--- src/rtl/mem_arbiter.sv ---
// Arbiter sharing one single-ported memory bus between instruction fetch and
// data access. Data has priority, but every data access is followed by a fetch.
module mem_arbiter #(
    parameter int                ADDR_W   = 18,
    parameter int                DATA_W   = 16,
    parameter int                WAIT_CYC = 1,
    parameter logic [DATA_W-1:0] NOP_INST = 16'h0800
) (
    input  logic              clk,
    input  logic              rst,
    input  logic              inst_req_i,
    input  logic [ADDR_W-1:0] inst_addr_i,
    output logic [DATA_W-1:0] inst_data_o,
    output logic              inst_valid_o,
    input  logic              mem_re_i,
    input  logic              mem_we_i,
    input  logic [ADDR_W-1:0] mem_addr_i,
    input  logic [DATA_W-1:0] mem_wdata_i,
    output logic [DATA_W-1:0] mem_rdata_o,
    output logic              mem_done_o,
    output logic              stall_o,
    output logic              bus_en_o,
    output logic              bus_we_o,
    output logic [ADDR_W-1:0] bus_addr_o,
    output logic [DATA_W-1:0] bus_wdata_o,
    input  logic [DATA_W-1:0] bus_rdata_i
);

    localparam int               CNT_W    = (WAIT_CYC > 1) ? $clog2(WAIT_CYC) : 1;
    localparam logic [CNT_W-1:0] CNT_LAST = CNT_W'(WAIT_CYC - 1);

    typedef enum logic [1:0] {
        IDLE = 2'd0,
        INST = 2'd1,
        DATA = 2'd2
    } state_t;

    state_t           state;
    state_t           state_nxt;
    logic [CNT_W-1:0] cnt;
    logic [CNT_W-1:0] cnt_nxt;
    logic             dreq;
    logic             acc_last;
    logic             grant_ok;
    logic             inst_fin;
    logic             data_fin;

    always_ff @(posedge clk or negedge rst) begin
        if (!rst) begin
            state <= IDLE;
            cnt   <= '0;
        end else begin
            state <= state_nxt;
            cnt   <= cnt_nxt;
        end
    end

    // A finished data access hands the bus to a waiting fetch before anything else.
    always_comb begin
        state_nxt = state;
        cnt_nxt   = cnt;
        if (grant_ok) begin
            cnt_nxt = '0;
            if ((state == DATA) && inst_req_i) begin
                state_nxt = INST;
            end else if (dreq) begin
                state_nxt = DATA;
            end else if (inst_req_i) begin
                state_nxt = INST;
            end else begin
                state_nxt = IDLE;
            end
        end else begin
            cnt_nxt = cnt + CNT_W'(1);
        end
    end

    // re and we together is an illegal request and is ignored entirely.
    always_comb begin
        dreq     = mem_re_i ^ mem_we_i;
        acc_last = (state != IDLE) && (cnt == CNT_LAST);
        grant_ok = (state == IDLE) || acc_last;
        inst_fin = acc_last && (state == INST);
        data_fin = acc_last && (state == DATA);
        stall_o  = dreq & ~mem_done_o;
    end

    always_ff @(posedge clk or negedge rst) begin
        if (!rst) begin
            bus_en_o     <= 1'b0;
            bus_we_o     <= 1'b0;
            bus_addr_o   <= '0;
            bus_wdata_o  <= '0;
            inst_data_o  <= NOP_INST;
            mem_rdata_o  <= '0;
            inst_valid_o <= 1'b0;
            mem_done_o   <= 1'b0;
        end else begin
            inst_valid_o <= inst_fin;
            mem_done_o   <= data_fin;
            if (inst_fin) begin
                inst_data_o <= bus_rdata_i;
            end
            if (data_fin && !bus_we_o) begin
                mem_rdata_o <= bus_rdata_i;
            end
            // Address and write data are frozen here for the whole access.
            if (grant_ok) begin
                bus_en_o <= (state_nxt != IDLE);
                bus_we_o <= (state_nxt == DATA) && mem_we_i;
                if (state_nxt == DATA) begin
                    bus_addr_o  <= mem_addr_i;
                    bus_wdata_o <= mem_wdata_i;
                end else if (state_nxt == INST) begin
                    bus_addr_o <= inst_addr_i;
                end
            end
        end
    end

endmodule

--- config.mk ---
export PLATFORM = sky130hd
export DESIGN_NAME = mem_arbiter
export DESIGN_NICKNAME = d
export VERILOG_FILES = /design/src/rtl/mem_arbiter.sv
export SDC_FILE = /design/constraint.sdc
export NUM_CORES = 1
export LEC_CHECK = 0
export BUFFER_PORTS_ARGS = -buffer_cell sky130_fd_sc_hd__buf_2
export CAP_MARGIN = 15
export CORE_MARGIN = 2
export CORE_UTILIZATION = 50
export DETAILED_ROUTE_END_ITERATION = 16
export PLACE_DENSITY = 0.85
export SKIP_CTS_REPAIR_TIMING = 1
export SYNTH_ARGS = -nofsm -noshare
export SYNTH_HDL_FRONTEND = slang
export SYNTH_SLANG_ARGS = --single-unit
--- constraint.sdc ---
create_clock -name clk -period 3.1 [get_ports clk]
set_input_delay 0.155 -clock clk [delete_from_list [all_inputs] [get_ports clk]]
set_output_delay 0.155 -clock clk [all_outputs]
set_load 0.005 [all_outputs]
Word-level counts from Yosys, hierarchy flattened

Cells that the tools add are included.

Flip-flop bits (word level): 73
Bits of input ports: 73
Output and inout port bits: 71
Word-level logic and storage cells: 40

Add/subtract/negate cells: 1
Equality and inequality tests: 4
Mux-type cells: 7
Bitwise operators: 4
Reductions and logical operators: 14

Operator list:

| cell                | number |
|---|---|
| $mux 18             | 2 |
| $logic_and 1x1->1   | 6 |
| $mux 2              | 3 |
| $reduce_bool 2->1   | 3 |
| $eq 2x1->1 const B  | 2 |
| $eq 2x2->1 const B  | 2 |
| $reduce_and 2->1    | 2 |
| $logic_not 2->1     | 1 |
| $mux 1              | 2 |
| $not 1->1           | 2 |
| $add 1x1->1 const B | 1 |
| $and 1x1->1         | 1 |
| $logic_not 1->1     | 1 |
| $logic_or 1x1->1    | 1 |
| $xor 1x1->1         | 1 |

Longest topological paths before layout

Gate-level depths: netlist (run 1).

Word-level depth: 7
Gate-level depth with buffers: 10

Worst setup path after synthesis (run 1)

OpenSTA, ideal clock, no wires.

Path kind: register -> register
Start point: reg state[0]
End point: reg bus_addr_o[10]
Setup time: 0.083 ns
Arrival time: 2.017 ns
Required time: 3.017 ns
Slack: 1.000 ns
Stages on the path, launching flop included: 10
Buffers on the path: 3
Cells stage by stage: dfrtp_1 nand2b_2 o22ai_1 a22oi_1 ha_1 clkbuf_1 or2_1 clkbuf_2 buf_6 o21ai_0

Word-level cells in the longest chain between the ends: 7
Elaborated cells on any way between the ends: 13
Classes of those cells: eq/ne (3); mux (3); reduce/logical (7)

RTL lines:

| item                                            | line     | source |
|---|---|---|
| start: declaration                              | 38       | `state_t state;` |
| start signal: assignment                        | 53       | `state <= state_nxt;` |
| $eq 2x2->1 or $reduce_bool 2->1 (tied branches) | 64, 81   |  |
| $logic_and 1x1->1, on equally long branches     | 64, 81   |  |
| $mux 2 or $logic_or 1x1->1 (tied branches)      | 64, 82   |  |
| $mux 2                                          | 62       | `if (grant_ok) begin` |
| $eq 2x2->1 or $eq 2x1->1 (tied branches)        | 111, 114 |  |
| $reduce_bool 2->1 (no source line)              | -        |  |
| $reduce_and 2->1 (no source line)               | -        |  |
| end signal: assignment                          | 112      | `bus_addr_o <= mem_addr_i;` |
| end signal: assignment                          | 115      | `bus_addr_o <= inst_addr_i;` |
| end: declaration                                | 24       | `output logic [ADDR_W-1:0] bus_addr_o,` |

Several ways; a longest one is shown, not always the timed one.
A chain may end at the register's enable or synchronous reset.

Worst setup path in the final report (run 1)

Start point: reg state[0]
End point: reg bus_addr_o[1]

Same word-level chain as after synthesis.

==> results of run 1 <==
==> Yosys cell counts (all sizes together), types with 2 or more instances <==
cell type | n | area [sq um]
dfrtp | 72 | 1802
mux2 | 48 | 578.1
o21ai | 38 | 190.2
mux2i | 18 | 180.2
buf | 8 | 76.32
clkbuf | 5 | 20.01
nand2 | 4 | 15.01
ha | 3 | 37.54
nor2 | 3 | 11.26
a21oi | 2 | 10.01
nand2b | 2 | 22.52
or2 | 2 | 12.52
==> power by group <==
part	switching, mW	leakage, nW	total (mW)	internal [mW]
registers	0.228	0.875	1.64	1.41
logic	0.575	1.03	1.34	0.762
clock network	0.330	0.0953	0.721	0.391
==> path summary, 6_finish.rpt <==
kind	start	end	slack, ns	cells past startpoint
min in group clk	mem_wdata_i[0]	bus_wdata_o[0]$_DFFE_PN0P_	0.05	2
setup reg to reg	state[0]$_DFF_PN0_	bus_addr_o[1]$_DFFE_PN0P_	0.63	6
hold / removal	rst	inst_data_o[9]$_DFFE_PN0P_	-0.06	1
hold reg to reg	bus_en_o$_DFFE_PN0N_	bus_en_o$_DFFE_PN0N_	0.49	2
max in group asynchronous	rst	bus_wdata_o[7]$_DFFE_PN0P_	2.59	1
setup / recovery	state[0]$_DFF_PN0_	bus_addr_o[1]$_DFFE_PN0P_	0.63	6
==> worst max-delay path, stage by stage (launching register included) <==
cell,delay (ns)
dfrtp_1,0.44
nand2b_2,0.24
o22ai_1,0.22
a22oi_1,0.19
ha_1,0.61
or2_1,0.47
o21ai_0,0.18
==> cell families (layout without fill, tap and decap cells) <==
logic type / Yosys count / count (layout) / synth area share (%)
DFF: 73 / 73 / 59.27
AOI/OAI and AO/OA: 45 / 45 / 7.749
adders and majority gates: 3 / 3 / 1.217
buffers and inverters: 13 / 160 / 3.123
and+or+nand+nor: 14 / 14 / 3.367
xor gates and xnor gates: 2 / 2 / 0.5681
muxes: 66 / 66 / 24.58
other: 1 / 1 / 0.1216
==> layout make-up <==
class	count	share of cell area, %
tap	75	2.344
clock buffer	11	3.531
timing repair buffer	144	18.13
clock inverter	5	1.375
sequential	73	45.66
multi-input combinational	131	28.97
==> sequential cells by signal, summed over array words and instances, names as in the netlist <==
| signal | count |
|---|---|
| state | 2 |
| bus_wdata_o | 16 |
| bus_we_o | 1 |
| mem_rdata_o | 16 |
| cnt | 1 |
| inst_data_o | 16 |
| mem_done_o | 1 |
| bus_en_o | 1 |
| inst_valid_o | 1 |
| bus_addr_o | 18 |
==> per-layer routing <==
layer  up-vias  GRT usage (%)
li1       1061              -
met1      1044          20.86
met2       102          32.02
met3        12          6.304
met4         0          7.869
met5         -              0
==> stage by stage <==
step | worst slack [ns] | total power [mW] | area (sq um)
floorplan | 1.000 | 2.393 | 3084
global placement | 0.7868 | 2.945 | 3807
detailed placement | 0.6346 | 3.011 | 3807
CTS | 0.6328 | 3.742 | 4004
global route | 0.3677 | 3.966 | 4004
finish | 0.6283 | 3.695 | 4004
==> results.md, run 1 <==
- For this run, the total global-route usage over all layers was measured as 18.53%.
- Dividing total power by cell area gives a power density of 922.8 nW/um^2.
- The number of enable flip-flop cells after synthesis is 0.
- The mean post-synth cell area is 14.21 sq um.
- Hold timing on the final database bottoms out at a slack of -0.06267 ns.
- The buffer levels on the longest clock path is 2.
- The met2 wirelength from detailed routing is 3.027 mm.
- The number of warnings reported in the yosys synthesis log is 0.
- The number of max-slew violations in the final report came to 0.
- The netlist area before placement is 3084 sq um.
- The number of antenna violations at the first check in global routing was 0.
- The count of boundary I/O pins is 144.
- In the final layout, the share of cells above drive strength 1 is 58.79%.
- In this run the worst hold path is classified as in -> async.
- The final count of negative-setup-slack endpoints is 0.
- The critical path start-end classification is reg -> reg.
- The final antenna diode count is 0.
- Clock skew on the completed layout was measured at 0.006029 ns.
- The main flop type after synthesis is dfrtp_1.
- The core utilization of the finished layout is 67.23%.
- The maximum clock frequency is 0.4046 GHz.
- The layout has 467 filler cells.
- The analysis attributes to cell leakage a power of 2.002 nW.
- The largest fanout on the critical path is 19.
- The time the final worst path needs with I/O delays and setup is 2.472 ns.
- The area growth from synthesis to layout is 29.82%.
- The sequential fraction of the synthesis area is 59.27%.
- In the layout the commonest cells are 142 x buf_2, 72 x dfrtp_1, 38 x mux2_2.
- The distinct cell type count after synthesis is 32.
- The largest net degree at the start of global routing is 74.
- Dividing the detail-routed via count by the number of cells gives 5.055.
- The most frequent standard cell in the layout excluding fill and tap cells is buf_2.
- The CTS tree is yes.
- The floorplan row count is 28.
- Summing all multi-input logic gate instances after layout gives 1160 sq um.
- The die covers 6813 sq um.
- The final reports fail on hold timing.
- The clock latency on the worst-skew pair is 0.33 ns.
- After clock tree synthesis, the clock-pin slew on the worst setup and hold paths is 0.08 ns.
- Summed over all failing endpoints, the final setup total negative slack is 0 ns.
- The sequential cell area is 1828 sq um.
- The number of flip-flops and latches in the synthesized netlist is 73.
- The clock root buffer is clkbuf_8.
- The async set-or-reset flop fraction in the synthesized netlist is 100.0%.
- The via count of the first global-routing pass is 2118.
- The via count is 2219.
- VDD sags by at most 445.0 uV.
- The total of max-cap violations is 0.
- In this run the vertical extent of the chip is 82.54 um.
- The number of remaining DRC errors is 0.
- The weighted congestion reported at the end of routability-driven placement is 0.7026.
- The total of buffers placed on input and output ports is 143.
- Including well taps, the total number of placed cells is 423.
- The part of the cycle the worst path needs is 79.73%.
- The flow ran to the end, but the final reports show violations.
- The total clock buffers created by CTS is 9.
- The width of the die is 82.54 um.
- The slew at the pin closest to its max-slew limit is 0.8807 ns.
- Summed over all layers, the global routing overflow is 0.
- The number of nets in the finished design is 435.
- The number of hold violations in the final report is 72.
- Data arrives at the worst endpoint at 2.66 ns.
- STA puts the critical path data required time at 3.29 ns.
- For this block, the initial DRC count from the detailed router was 33.
- Synthesis produced 217 cells.
- The type of destination of the critical path is a flop.
- Setup repair after global routing left no endpoint under its margin.
- Excluding fillers, the count of instances in the completed layout stands at 439.
- The wire length reported by the detailed router is 6.366 mm.
- The net count after synthesis is 293.
- The core region is 5956 sq um.
- The worst slew slack as a fraction of its limit is 41.22%.
- The initial core utilization is 51.79%.
- The HPWL reported at the end of detailed placement is 4.692 mm.
- The first global-routing pass estimated 9.439 mm of wire.
- For this block, wires on met1 add up to 2.645 mm.
- The H-tree depth reported by CTS is 3.
- The wire length per cell is 14.50 um.
- The detail route stage leaves a number of antenna-violating nets equal to 0.
- The length of the first detailed-routing pass in iterations is 4.
- After detailed routing, no signal wire sits above met4.
- For this design, the sink count on the clock tree is 73.
- The startpoint type of the worst setup path is a flop.
- The wire length on met3 is 599 um.
No activity file was read; power rests on OpenSTA's default activity.
==> inputs of run 2 (changes only) <==
CORE_UTILIZATION = 46   (was 50)
PLACE_DENSITY = 0.79   (was 0.85)
clock period = 2.35 ns   (was 3.1 ns; I/O delays follow)
==> results.md, run 2 (synthesis gave the netlist of run 1 again) <==
- The flow ran to the end, but the final reports show violations.
- For the final routed database, the setup TNS stands at 0 ns.
- The final reports fail on DRC.
- At the later pin of the worst-skew pair, clock insertion delay measures 0.33 ns.
- The critical hold path startpoint is mem_wdata_i[1].
- The standard cell with the maximum stage delay on the critical path is dfrtp_1.
- Leaving out fill and tap cells, the most frequent cell in the layout is buf_2.
- The largest net degree at the start of global routing is 50.
- The via count of the first global-routing pass is 2187.
- Along the worst path, the maximum fanout reaches 18.
- The core utilization of the finished layout is 63.02%.
- Walking the worst path, the cells encountered are nand2b_2 > o22ai_1 > a22oi_1 > ha_1 > or2_1 > o21ai_0.
- After floorplanning, the core was sized to cover 6422 sq um.
- The static leakage power is 2.026 nW.
- The critical path's largest stage delay is 0.44 ns.
- The wire length on met3 is 521 um.
- The total of max-cap violations is 0.
- The maximum clock frequency is 0.4646 GHz.
- The power density normalized to cell area is 1194 nW/um^2.
- After layout, the worst path uses 91.58% of the clock period.
- In this run the number of cells on the critical path is 6.
- The number of antenna violations at the first check in global routing is 0.
- Across every metal layer, demand over resource in global routing totals 17.38%.
- The y dimension of the die is 85.88 um.
- The setup skew after layout is 0.007350 ns.
- The worst setup path is captured at a flop.
- Among cell families on the critical path, the largest total delay comes from simple AND/OR/NAND/NOR gates.
- The clock share of power is 18.5%.
- After detailed routing, the total wire length is 6.330 mm.
- Setup repair after global routing left no endpoint under its margin.
- The ratio of cells with drive above 1 in the final layout is 58.27%.
- The initial core utilization is 48.02%.
- The part of the power in combinational logic is 36.7%.
- The wire length per cell is 14.19 um.
- For this design, the sink count on the clock tree is 73.
- The sequential cell area is 1828 sq um.
- Ranked by flip-flop count, first place goes to bus_addr_o.
- Summed over all nets, the switching power comes to 1.469 mW.
- The arrival time of the worst setup path is 2.38 ns.
- The floorplan row count is 29.
- The weighted congestion reported at the end of routability-driven placement is 0.7017.
- Clock tree synthesis inserted a total of 9 buffers.
- The worst register-to-register path ends at bus_addr_o[5]$_DFFE_PN0P_.
- The wire length the detailed router placed on met1 is 2.742 mm.
- The routed layout has 2255 vias.
- The number of antenna diodes in the final layout is 0.
- The number of hold violations in the final report is 0.
- The global-route congestion overflow total is 0.
- The internal power summed over all cells is 3.366 mW.
- The final count of negative-setup-slack endpoints is 0.
- The number of max-slew violations in the final report was 0.
- The buffer levels on the longest clock path is 2.
- The first-pass GRT wire length is 9.991 mm.
- The total of buffers placed on input and output ports is 143.
- The CTS tree is yes.
- The number of nets in the finished design is 441.
- The first detailed-routing pass ran for 11 iterations.
- The number of nets with antenna violations after detailed routing is 0.
- The type of the worst min-delay path is in -> reg.
- The H-tree depth reported by CTS is 3.
- The area of the die is 7375 sq um.
- The switching portion of total power is 30.38%.
- The number of flip-flops under the largest register name is 18.
- At the pin with the least slew margin, the transition time is 0.5759 ns.
- The worst voltage drop across the vdd grid is 546.7 uV.
- After the first detailed-routing iteration, the DRC count stood at 59.
- The area growth from synthesis to layout is 31.24%.
- After detailed routing, the number of vias per cell comes to 5.056.
- In this run the tightest slew margin relative to its limit is 61.60%.
- The critical register-to-register path startpoint is state[0]$_DFF_PN0_.
- The startpoint type of the worst setup path is a flop.
- The clock root buffer is clkbuf_8.
- Counting cells, the worst reg-to-reg path comes to 6.
- The share of power burned in registers is 44.8%.
- The HPWL reported at the end of detailed placement is 4.690 mm.
- The launching instance or port of the critical path is state[0]$_DFF_PN0_.
- The time the final worst path needs with I/O delays and setup is 2.152 ns.
- The library cells used most frequently in the layout, excluding fill and tap cells, are 143 x buf_2, 72 x dfrtp_1, 38 x mux2_2.
- The highest metal layer with signal wires is met4.
- The worst setup slack for register-to-register paths is 0.20 ns.
- The number of buffers and inverters on the critical path is 0.
- The met2 wirelength from detailed routing is 3.040 mm.
- The width of the die is 85.88 um.
- The multi-input combinational cells in the finished layout cover a total of 1160 sq um.
- The number of remaining DRC errors is 12.
- Counting the fill cells in the layout gives 502.
- The worst setup path endpoint is bus_addr_o[5]$_DFFE_PN0P_.
- The count of boundary I/O pins is 144.
- STA puts the critical path data required time at 2.58 ns.
- The critical path in this run is classified as reg -> reg.
- The clock-pin slew of the registers on the worst-case setup and hold paths is 0.07 ns.
## run 2: cell type report
| type | instances | share of cell area (%) |
|---|---|---|
| flip-flops and latches | 73 | 45.16 |
| clock buffers | 12 | 3.338 |
| repair buffers | 150 | 19.41 |
| well taps | 77 | 2.380 |
| clock inverters | 3 | 1.051 |
| multi-input cells | 131 | 28.66 |
## run 2: power groups by stage
stage | clock network, mW | logic [mW] | registers (mW)
CTS | 0.925 | 1.80 | 2.17
global route | 0.990 | 1.97 | 2.23
floorplan | 0 | 0.936 | 2.22
detailed placement | 0 | 1.81 | 2.18
finish | 0.895 | 1.78 | 2.16
global placement | 0 | 1.75 | 2.16
## run 2: metal layers
layer / track usage (%) / vias up
li1: - / 1061
met1: 22.07 / 1088
met2: 28.68 / 104
met3: 5.390 / 2
met4: 5.195 / 0
met5: 0 / -
## run 2: worst min-delay path by stage
stage                                       end  slack (ns)  cells after the start
floorplan             bus_addr_o[0]$_DFFE_PN0P_       -0.18                      0
global placement    bus_wdata_o[12]$_DFFE_PN0P_        0.14                      1
detailed placement  bus_wdata_o[13]$_DFFE_PN0P_        0.14                      1
CTS                 bus_wdata_o[13]$_DFFE_PN0P_       -0.22                      1
global route        bus_wdata_o[11]$_DFFE_PN0P_       0.002                      2
finish               bus_wdata_o[1]$_DFFE_PN0P_        0.02                      2
## run 2: metrics by stage
| step | setup WS [ns] | hold WS (ns) | std cells | total power, mW | instance area [sq um] |
|---|---|---|---|---|---|
| floorplan | 0.2500 | -0.1781 | 217 | 3.157 | 3084 |
| global placement | 0.3366 | 0.1385 | 429 | 3.909 | 3850 |
| CTS | 0.1777 | -0.2163 | 444 | 4.897 | 4028 |
| detailed placement | 0.1861 | 0.1434 | 429 | 3.987 | 3850 |
| global route | 0.003223 | 0.001661 | 446 | 5.194 | 4048 |
| finish | 0.1978 | 0.01874 | 446 | 4.835 | 4048 |
